### src/rtl/neuron_serial.sv
// neuron_serial: time-multiplexed neuron. One (input, weight) pair is multiplied
// and accumulated per accepted handshake; after N elements the ReLU of the
// accumulated sum (bias + sum of products) is presented on a valid/ready port.
// Arithmetic is modular in ACCW bits so results match the parallel neuron bit for bit.
module neuron_serial #(
  parameter int N  = 2,
  parameter int QM = 12,
  parameter int QN = 20,
  parameter int WM = 6,
  parameter int WN = 10,
  parameter int OB = 8
) (
  input  logic                 clk,
  input  logic                 rst_n,
  input  logic [QM+QN-1:0]     in_data,
  input  logic [WM+WN-1:0]     weight,
  input  logic                 bias,
  input  logic                 in_valid,
  output logic                 in_ready,
  output logic [OB-1:0]        out,
  output logic                 out_valid,
  input  logic                 out_ready,
  output logic                 busy
);

  localparam int DW   = QM + QN;
  localparam int WW   = WM + WN;
  localparam int ACCW = DW + N;
  localparam int CW   = $clog2(N) + 1;

  typedef enum logic [1:0] {IDLE, ACC, DONE} state_t;

  state_t          state_reg;
  logic [ACCW-1:0] acc_reg;
  logic [CW-1:0]   cnt_reg;
  logic [OB-1:0]   out_reg;
  logic            out_valid_reg;

  logic [ACCW-1:0] data_ext;
  logic [ACCW-1:0] weight_ext;
  logic [ACCW-1:0] prod;
  logic [ACCW-1:0] acc_base;
  logic [ACCW-1:0] acc_next;
  logic            accept;
  logic            last;

  // Only the low ACCW bits of the product are ever kept, and those depend only
  // on the low ACCW bits of each operand, so the multiply is done at ACCW width
  // on sign-extended (or truncated) operands.
  assign data_ext = {{(ACCW-DW){in_data[DW-1]}}, in_data};

  generate
    if (WW < ACCW) begin : g_wext
      assign weight_ext = {{(ACCW-WW){weight[WW-1]}}, weight};
    end else begin : g_wtrunc
      assign weight_ext = weight[ACCW-1:0];
    end
  endgenerate

  assign prod = data_ext * weight_ext;

  // The first element of an evaluation starts from the bias instead of the stale accumulator.
  assign acc_base = (cnt_reg == '0) ? {{(ACCW-1){1'b0}}, bias} : acc_reg;
  assign acc_next = acc_base + prod;

  assign last      = (cnt_reg == CW'(N - 1));
  // Held low during reset so nothing is offered as accepted while rst_n is asserted.
  assign in_ready  = rst_n && (state_reg != DONE);
  assign accept    = in_valid && in_ready;
  assign out       = out_reg;
  assign out_valid = out_valid_reg;
  assign busy      = (cnt_reg != '0) || out_valid_reg;

  // Control FSM plus accumulator, counter and registered result.
  always_ff @(posedge clk or negedge rst_n) begin
    if (!rst_n) begin
      state_reg     <= IDLE;
      acc_reg       <= '0;
      cnt_reg       <= '0;
      out_reg       <= '0;
      out_valid_reg <= 1'b0;
    end else begin
      case (state_reg)
        IDLE, ACC: begin
          if (accept) begin
            acc_reg <= acc_next;
            if (last) begin
              cnt_reg       <= '0;
              out_reg       <= acc_next[ACCW-1] ? '0 : acc_next[OB-1:0];
              out_valid_reg <= 1'b1;
              state_reg     <= DONE;
            end else begin
              cnt_reg   <= cnt_reg + CW'(1);
              state_reg <= ACC;
            end
          end
        end
        DONE: begin
          if (out_ready) begin
            out_valid_reg <= 1'b0;
            state_reg     <= IDLE;
          end
        end
        default: begin
          state_reg <= IDLE;
        end
      endcase
    end
  end

endmodule

### config.mk
export PLATFORM = sky130hd
export DESIGN_NAME = neuron_serial
export DESIGN_NICKNAME = d
export VERILOG_FILES = /design/src/rtl/neuron_serial.sv
export SDC_FILE = /design/constraint.sdc
export NUM_CORES = 1
export LEC_CHECK = 0
export CORE_ASPECT_RATIO = 1.1
export CORE_UTILIZATION = 58
export DETAILED_ROUTE_END_ITERATION = 12
export GPL_ROUTABILITY_DRIVEN = 0
export PLACE_DENSITY_LB_ADDON = 0.15
export SETUP_SLACK_MARGIN = 0.05
export SLEW_MARGIN = 20
export SYNTH_ARGS = -nofsm -noshare
export SYNTH_HDL_FRONTEND = slang
export SYNTH_SLANG_ARGS = --single-unit
### constraint.sdc
create_clock -name clk -period 5.15 [get_ports clk]
set_clock_uncertainty 0.05 [all_clocks]
set_input_delay 0.7725 -clock clk [delete_from_list [all_inputs] [get_ports clk]]
set_output_delay 0.7725 -clock clk [all_outputs]
set_load 0.03 [all_outputs]
==> results, run 1 <==
- The cell with the most instances on the worst path is fa_1.
- STA classifies the critical path endpoint as a flop.
- In the global route stage, met2 resource usage came out at 63.2%.
- Detailed placement finished with a half-perimeter wire length of 33200 um.
- The count of hold buffers inserted by post-cts repair is 0.
- The clock net sink count is 47.
- The mean post-synth cell area is 8.99 sq um.
- The reported max-cap violation count is 0.
- The chip height is 175 um.
- The async set or reset register ratio after synthesis is 100%.
- The setup slack of the most critical reg-to-reg path is -0.62 ns.
- The number of endpoints with negative hold slack in the final report came to 0.
- After detailed placement, the design holds a cell count of 2288.
- Global routing used 5.86% of the available met3 tracks.
- The number of standard cells after synthesis is 1751.
- Clock tree synthesis selected as its root buffer the cell clkbuf_16.
- After global routing the overflow that remains totals 0.
- Once layout is done, the placed cells without fillers occupy 21300 sq um.
- The number of top-level design ports is 64.
- In the final routed layout, each cell accounts on average for 21.5 um.
- The first global-routing pass estimated 77600 um of wire.
- Across all setup checks in the final design, the least slack found is -1.25 ns.
- For this run, the slowest stage of the critical path takes 0.59 ns.
- The share of cells above drive strength 1 is 30.8%.
- The most used flip-flop cell after synthesis is dfrtp_1.
- TritonCTS built the clock tree.
- For the worst setup path, the data required time is 5.28 ns.
- The critical path is of the input port to flop type.
- The met1 track utilization from global routing is 44.8%.
- The most used standard cell by instance count after synthesis is inv_1.
- Clock-pin slew was measured on the worst setup and hold paths at 0.08 ns.
- On the critical path the largest part of the delay comes from adder cells.
- The number of flip-flops in the largest register is 34.
- For the worst setup path, the data arrival time is 6.52 ns.
- The number of clock buffers inserted by TritonCTS is 5.
- After synthesis the netlist holds a flip-flop and latch count of 47.
- The number of buffers and inverters on the critical path is 6.
- The detail-routed via count per cell is 5.66.
- For this run, the number of standard cells in the final layout without fillers is 2416.
- The die covers 27800 sq um.
- After the first detailed-routing iteration, the DRC count stood at 1003.
- After global routing, the most crowded layer is met2.
- The total global-route track usage is 36.4%.
- The total of endpoints with negative setup slack in the final report is 31.
- The checks that failed: negative setup slack.
- The worst hold slack across all endpoints is 0.425 ns.
- 0 antenna diodes ended up in the layout.
- The via count of the first global-routing pass is 14800.
- By area the synthesized netlist is led by fa_1 46%, inv_1 9.8%, ha_1 8.0%.
- The number of different library cells used by synthesis comes to 58.
- The flow ran to the end, but the final reports show violations.
- The critical path goes through buf_8 -> buf_12 -> buf_12 -> and2_4 -> fa_1 -> inv_2 -> fa_1 -> inv_2 -> fa_1 -> fa_1 -> fa_1 -> fa_1 -> ha_4 -> nand2_2 -> nor2_2 -> a211oi_2 -> o21ai_2 -> buf_4 -> a211oi_4 -> o31ai_4 -> a31oi_4 -> o21ai_1 -> a221o_1.
- The warning count from the yosys run is 0.
- From left edge to right edge, the die measures 159 um.
- Entering global routing, the biggest net connects 51 pins.
- The worst-path maximum fanout is 4.
- The commonest cells after synthesis are 411 x inv_1, 364 x fa_1, 276 x nand2_1.
- In this run the core area contains 62 standard-cell rows.
- The tightest slew margin relative to the limit is 40.4%.
- The count of final max-slew check failures is 0.
- The cell taking the most area after synthesis is fa_1.
- Setup repair after global routing could not meet its margin everywhere.
- The number of enable flip-flop cells after synthesis is 0.
- The initial antenna violation count is 1.
- In this run the remaining antenna-violating nets after routing total 0.
- The top achievable clock speed is 156 MHz.
- The top cell type's share of synthesized area is 46.3%.
- For this block, the via count after detailed routing is 13700.
- The placement-stage cell area is 18600 sq um.
- The H-tree was split into 2 levels.
- The number of nets handed over by synthesis was 2269.
- The worst-case clock buffer depth is 2.
- From synthesis to final layout, the design area changed by 35.2%.
- The initial core utilization is 59.7%.
- The first TritonRoute pass finished after 7 iterations.
- The total negative slack is -28.45 ns.
- After layout, the minimum clock period comes to 6.40 ns.
- At the later pin of the worst-skew pair, clock insertion delay measures 0.30 ns.
- The number of remaining DRC errors is 0.
- The worst hold path belongs to the class flop to flop.
- In this run the standard cell core region covers 26400 sq um.
- At the end of the flow, the number of nets in the layout was 2581.
- The total length of routed wires is 52000 um.
- The synthesized area is 15800 sq um.
- At the pin with the least slew margin, the transition time is 0.894 ns.
- The fraction of the yosys area taken by sequential cells is 7.47%.
- The number of buffers inserted by port buffering is 63.
- The type of element launching the critical path is an input port.
- The share of the cycle needed by the critical path after routing is 124%.
- The slowest stage of the critical path belongs to the cell fa_1.
metrics by stage:
step	util [%]	worst slack (ns)
detailed placement	70.6	-1.87
CTS	77.6	-1.12
global route	80.8	-1.43
finish	80.8	-1.25
floorplan	-	-1.03
global placement	70.6	-1.84
final timing paths:
path                            cells past startpoint                      end              startpoint
worst max-delay path                               23  acc_reg[27]$_DFFE_PN0P_              weight[12]
max in group asynchronous                           2  acc_reg[33]$_DFFE_PN0P_                   rst_n
worst min register to register                      2   acc_reg[6]$_DFFE_PN0P_  acc_reg[6]$_DFFE_PN0P_
min in group asynchronous                           2    out_valid$_DFFE_PN0P_                   rst_n
worst max register to register                     18  acc_reg[27]$_DFFE_PN0P_  cnt_reg[1]$_DFFE_PN0P_
worst min-delay path                                2   acc_reg[6]$_DFFE_PN0P_  acc_reg[6]$_DFFE_PN0P_
cells in the final DEF, fill, tap and decap left out, types with 28 or more instances in the layout:
master,synthesis,final
and2_1,184,144
and2_4,0,40
buf_12,0,34
buf_4,0,202
buf_6,0,73
dfrtp_1,47,47
fa_1,364,330
fa_2,0,34
ha_1,101,71
ha_4,0,28
inv_1,411,367
inv_2,1,43
nand2_1,276,252
nor2b_1,33,33
xnor2_1,37,30
cells by family (layout without fill, tap and decap cells):
logic type,count (synthesis),after routing,share of synthesized area [%]
buffers and inverters,495,807,11.9
xor gates and xnor gates,55,55,3.06
AOI/OAI and AO/OA,134,134,6.08
and+or+nand+nor,554,555,17.2
adders and majority gates,465,465,54.3
DFF,47,47,7.47
muxes,1,1,0.0715
layer usage:
metal  share of wire, %  up-vias  wire (um)
met3                8.8      283       4590
met2                 49      727      25400
met5                  0        -          0
met4                7.2        0       3730
met1                 35     6930      18200
li1                   -     5742          -
worst reg2reg max path: stages (launching register included):
cell and delay [ns]:
dfrtp_1 0.41, o21ai_0 0.50, fa_1 0.56, inv_1 0.10, fa_1 0.44, fa_1 0.50, fa_1 0.61, fa_1 0.48
ha_4 0.29, nand2_2 0.08, nor2_2 0.04, a211oi_2 0.30, o21ai_2 0.12, buf_4 0.16, a211oi_4 0.21, o31ai_4 0.14
a31oi_4 0.22, o21ai_1 0.10, a221o_1 0.32
area by class of cell:
| type | count | area, sq um |
|---|---|---|
| multi-input combinational | 1210 | 13900 |
| sequential | 47 | 1180 |
| inverter | 412 | 1550 |
| fill | 1545 | 5070 |
| clock buffer | 5 | 125 |
| clock inverter | 3 | 46.3 |
| timing repair buffer | 387 | 4070 |
| tap | 352 | 440 |
what timing repair did:
item | 4_1_cts | 5_1_grt
gates cloned | 16 | 4
pin swaps | 132 | 158
buffers inserted | 90 | 28
gates resized for setup | 351 | 207
setup endpoints to repair | 35 | 32
Power of run 1 is not shown: default switching activity piles up to over one toggle a cycle in this logic, so the estimate is an artifact.
==> inputs of run 2 (changes only) <==
--- a/config.mk
+++ b/config.mk
@@ -6,12 +6,12 @@
 export NUM_CORES = 1
 export LEC_CHECK = 0
 export CORE_ASPECT_RATIO = 1.1
-export CORE_UTILIZATION = 58
+export CORE_UTILIZATION = 50
 export DETAILED_ROUTE_END_ITERATION = 12
 export GPL_ROUTABILITY_DRIVEN = 0
 export PLACE_DENSITY_LB_ADDON = 0.15
 export SETUP_SLACK_MARGIN = 0.05
-export SLEW_MARGIN = 20
+export SLEW_MARGIN = 5
 export SYNTH_ARGS = -nofsm -noshare
 export SYNTH_HDL_FRONTEND = slang
 export SYNTH_SLANG_ARGS = --single-unit
==> results, run 2 (synthesized netlist as in run 1, its figures left out) <==
- The clock tree root driver cell is clkbuf_16.
- The number of endpoints with negative hold slack in the final report is 0 (unchanged).
- The kind of capture point of the worst setup path is a flop.
- The worst reg2reg path depth is 22 (+4).
- The path type of the worst min-delay path is flop to flop.
- The critical path data arrival time is 6.35 ns (-0.17 ns).
- The worst hold path stage count came to 2 (unchanged).
- The count of hold buffers inserted by post-cts repair was 0 (unchanged).
- The share of cells above drive strength 1 is 28.6% (-2.2 points).
- The number of remaining DRC errors is 0 (unchanged).
- The initial antenna violation count is 0 (-1).
- The path with the worst hold slack has its endpoint at acc_reg[23]$_DFFE_PN0P_.
- The total global-route track usage came to 31.8% (-4.6 points).
- The width of the die came to 171 um (+7.6%).
- The placed wire-length estimate after detailed placement is 34300 um (+3.4%).
- The total core area is 30800 sq um (+17%).
- The detail-routed via count per cell came to 5.23 (-7.7%).
- The initial core utilization is 51.2% (-8.5 points).
- The wire length of the first global-routing pass is 77300 um (-0.35%).
- The count of nets left with antenna violations after detail routing came to 0 (unchanged).
- The clock-pin slew on the worst setup and hold paths is 0.07 ns (about the same).
- The top cell types in the final layout, fill and taps aside, are 368 x inv_1, 341 x fa_1, 263 x nand2_1, 207 x buf_4, 152 x and2_1.
- The wire length per cell after detailed routing is 19.5 um (-9.5%).
- The data required time at the worst endpoint is 5.30 ns (+0.02 ns).
- The via count of the first global-routing pass is 14300 (-3.4%).
- The number of flip-flops in the largest register is 34 (unchanged).
- By startpoint and endpoint, the worst setup path is classified as input port to flop.
- The number of core rows is 67 (+8.1%).
- The insertion delay to the later sink of the worst-skew pair is 0.30 ns (about the same).
- The placement-stage cell area came to 18700 sq um (+0.66%).
- The reported max-cap violation count was 0 (unchanged).
- The clock net sink count is 47 (unchanged).
- The total of endpoints with negative setup slack in the final report is 31 (unchanged).
- The share of the cycle needed by the critical path after routing was 120% (-3.7 points).
- The depth of the CTS H-tree is 2 (unchanged).
- The tightest slew margin relative to the limit is 46.0% (+5.6 points).
- The pin count of the biggest net entering global routing is 51 (unchanged).
- The clock period minus final worst setup slack came to 6.20 ns (-0.190 ns).
- The number of clock buffers inserted by TritonCTS is 5 (unchanged).
- The worst-case setup slack after placement is -1.90 ns (-0.0316 ns).
- The antenna cell count came to 0 (unchanged).
- The cell total after placement is 2356 (+3.0%).
- The growth of design area from synthesis to finish is 33.9%.
- The count of nets after finishing is 2572 (-0.35%).
- The type of element launching the critical path is an input port.
- The violation count after the first detailed-route iteration is 706 (-30%).
- The worst hold slack across all endpoints is 0.430 ns (+0.00508 ns).
- The critical register-to-register path startpoint is cnt_reg[1]$_DFFE_PN0P_.
- The first-pass detailed-route iteration total is 6 (-1).
- The worst hold path begins at acc_reg[23]$_DFFE_PN0P_.
- The library cell used most frequently in the layout, excluding fill and tap cells, is inv_1.
- The reg-to-reg endpoint is acc_reg[30]$_DFFE_PN0P_.
- The number of buffers inserted by port buffering came to 63 (unchanged).
- The total length of routed wires is 48100 um (-7.5%).
- The count of final max-slew check failures is 0 (unchanged).
- The total die area is 32200 sq um (+16%).
- The chip height was 188 um (+7.6%).
- The count of non-filler cells in the finished layout is 2469 (+2.2%).
- The via count is 12900 (-5.7%).
- The top achievable clock speed is 161 MHz (+3.1%).
- The run finished, with violations left.
- The worst-case clock buffer depth is 2 (unchanged).
- The leftover overflow at the end of global routing is 0 (unchanged).
- The final reports fail on negative setup slack.
- Setup repair after global routing could not meet its margin everywhere.
- The worst-path maximum fanout is 8 (+4).
- The setup slack of the most critical reg-to-reg path is -0.33 ns (+0.29 ns).
- The number of top-level design ports came to 64 (unchanged).
- The finished layout cell area is 21100 sq um (-0.98%).
- TritonCTS built the clock tree.
- The least setup slack across all paths after layout is -1.05 ns (+0.190 ns).
- The transition time at the pin with the least slew margin is 0.808 ns (-0.0866 ns).
## run 2: cell types whose count changed in the layout (fill, tap and decap cells not counted), sizes merged
cell           before  now
buf               345  339
bufinv              1    0
clkbuf             18   13
clkdlybuf4s15       1    5
dlygate4sd2         5    4
## run 2: final cells by class
class | count | area, sq um
fillers | 2363 | 9670
flip-flops and latches | 47 | 1180
clock buffers | 6 | 129
clock inverters | 2 | 16.3
well taps | 414 | 518
inverters | 412 | 1550
multi-input cells | 1210 | 13700
repair buffers | 378 | 3960
## run 2: how the worst max path moves through the flow
stage	start	to	slack (ns)
final	weight[4]	out[5]$_DFFE_PN0P_	-1.05
after CTS	weight[4]	out[3]$_DFFE_PN0P_	-1.06
after floorplan	weight[5]	out[5]$_DFFE_PN0P_	-1.03
after global placement	in_data[8]	out[7]$_DFFE_PN0P_	-1.85
after global routing	weight[4]	out[6]$_DFFE_PN0P_	-1.22
after detailed placement	in_data[8]	out[5]$_DFFE_PN0P_	-1.90
## run 2: stage by stage
step                      utilization, %  TNS (ns)
after floorplan                        -    -19.60
final                               68.6    -24.57
after global placement              60.9    -49.83
after detailed placement            60.9    -51.22
after CTS                           67.3    -24.93
after global routing                68.6    -29.42
## run 2: worst max-delay path: stages
cell       delay (ns)
buf_12           0.10
buf_12           0.14
buf_6            0.11
and2_4           0.13
fa_1             0.55
inv_2            0.05
fa_1             0.47
fa_1             0.51
inv_2            0.04
fa_1             0.53
fa_1             0.54
inv_1            0.05
fa_1             0.49
inv_2            0.05
ha_4             0.24
a211oi_2         0.17
o21ai_1          0.10
o211ai_1         0.09
a21oi_1          0.08
nor2_1           0.14
nand3_2          0.15
o2111ai_4        0.27
a21oi_4          0.12
clkbuf_16        0.17
o41ai_4          0.27
## run 2: what timing repair did
item,CTS,global route
setup endpoints to repair,35,33
pin swaps,159,119
gates resized for setup,384,117
buffers inserted,80,12
gates cloned,21,1
## run 2: metal layers
metal / global-route usage, % / part of all wire, % / vias up / routed length [um]
met5: 0 / 0 / - / 0
met4: 12.4 / 5.2 / 0 / 2510
met3: 3.31 / 5.5 / 138 / 2650
met2: 54.0 / 49 / 450 / 23600
met1: 41.6 / 40 / 6608 / 19300
li1: - / - / 5711 / -
Power of run 2 is left out for the same reason.
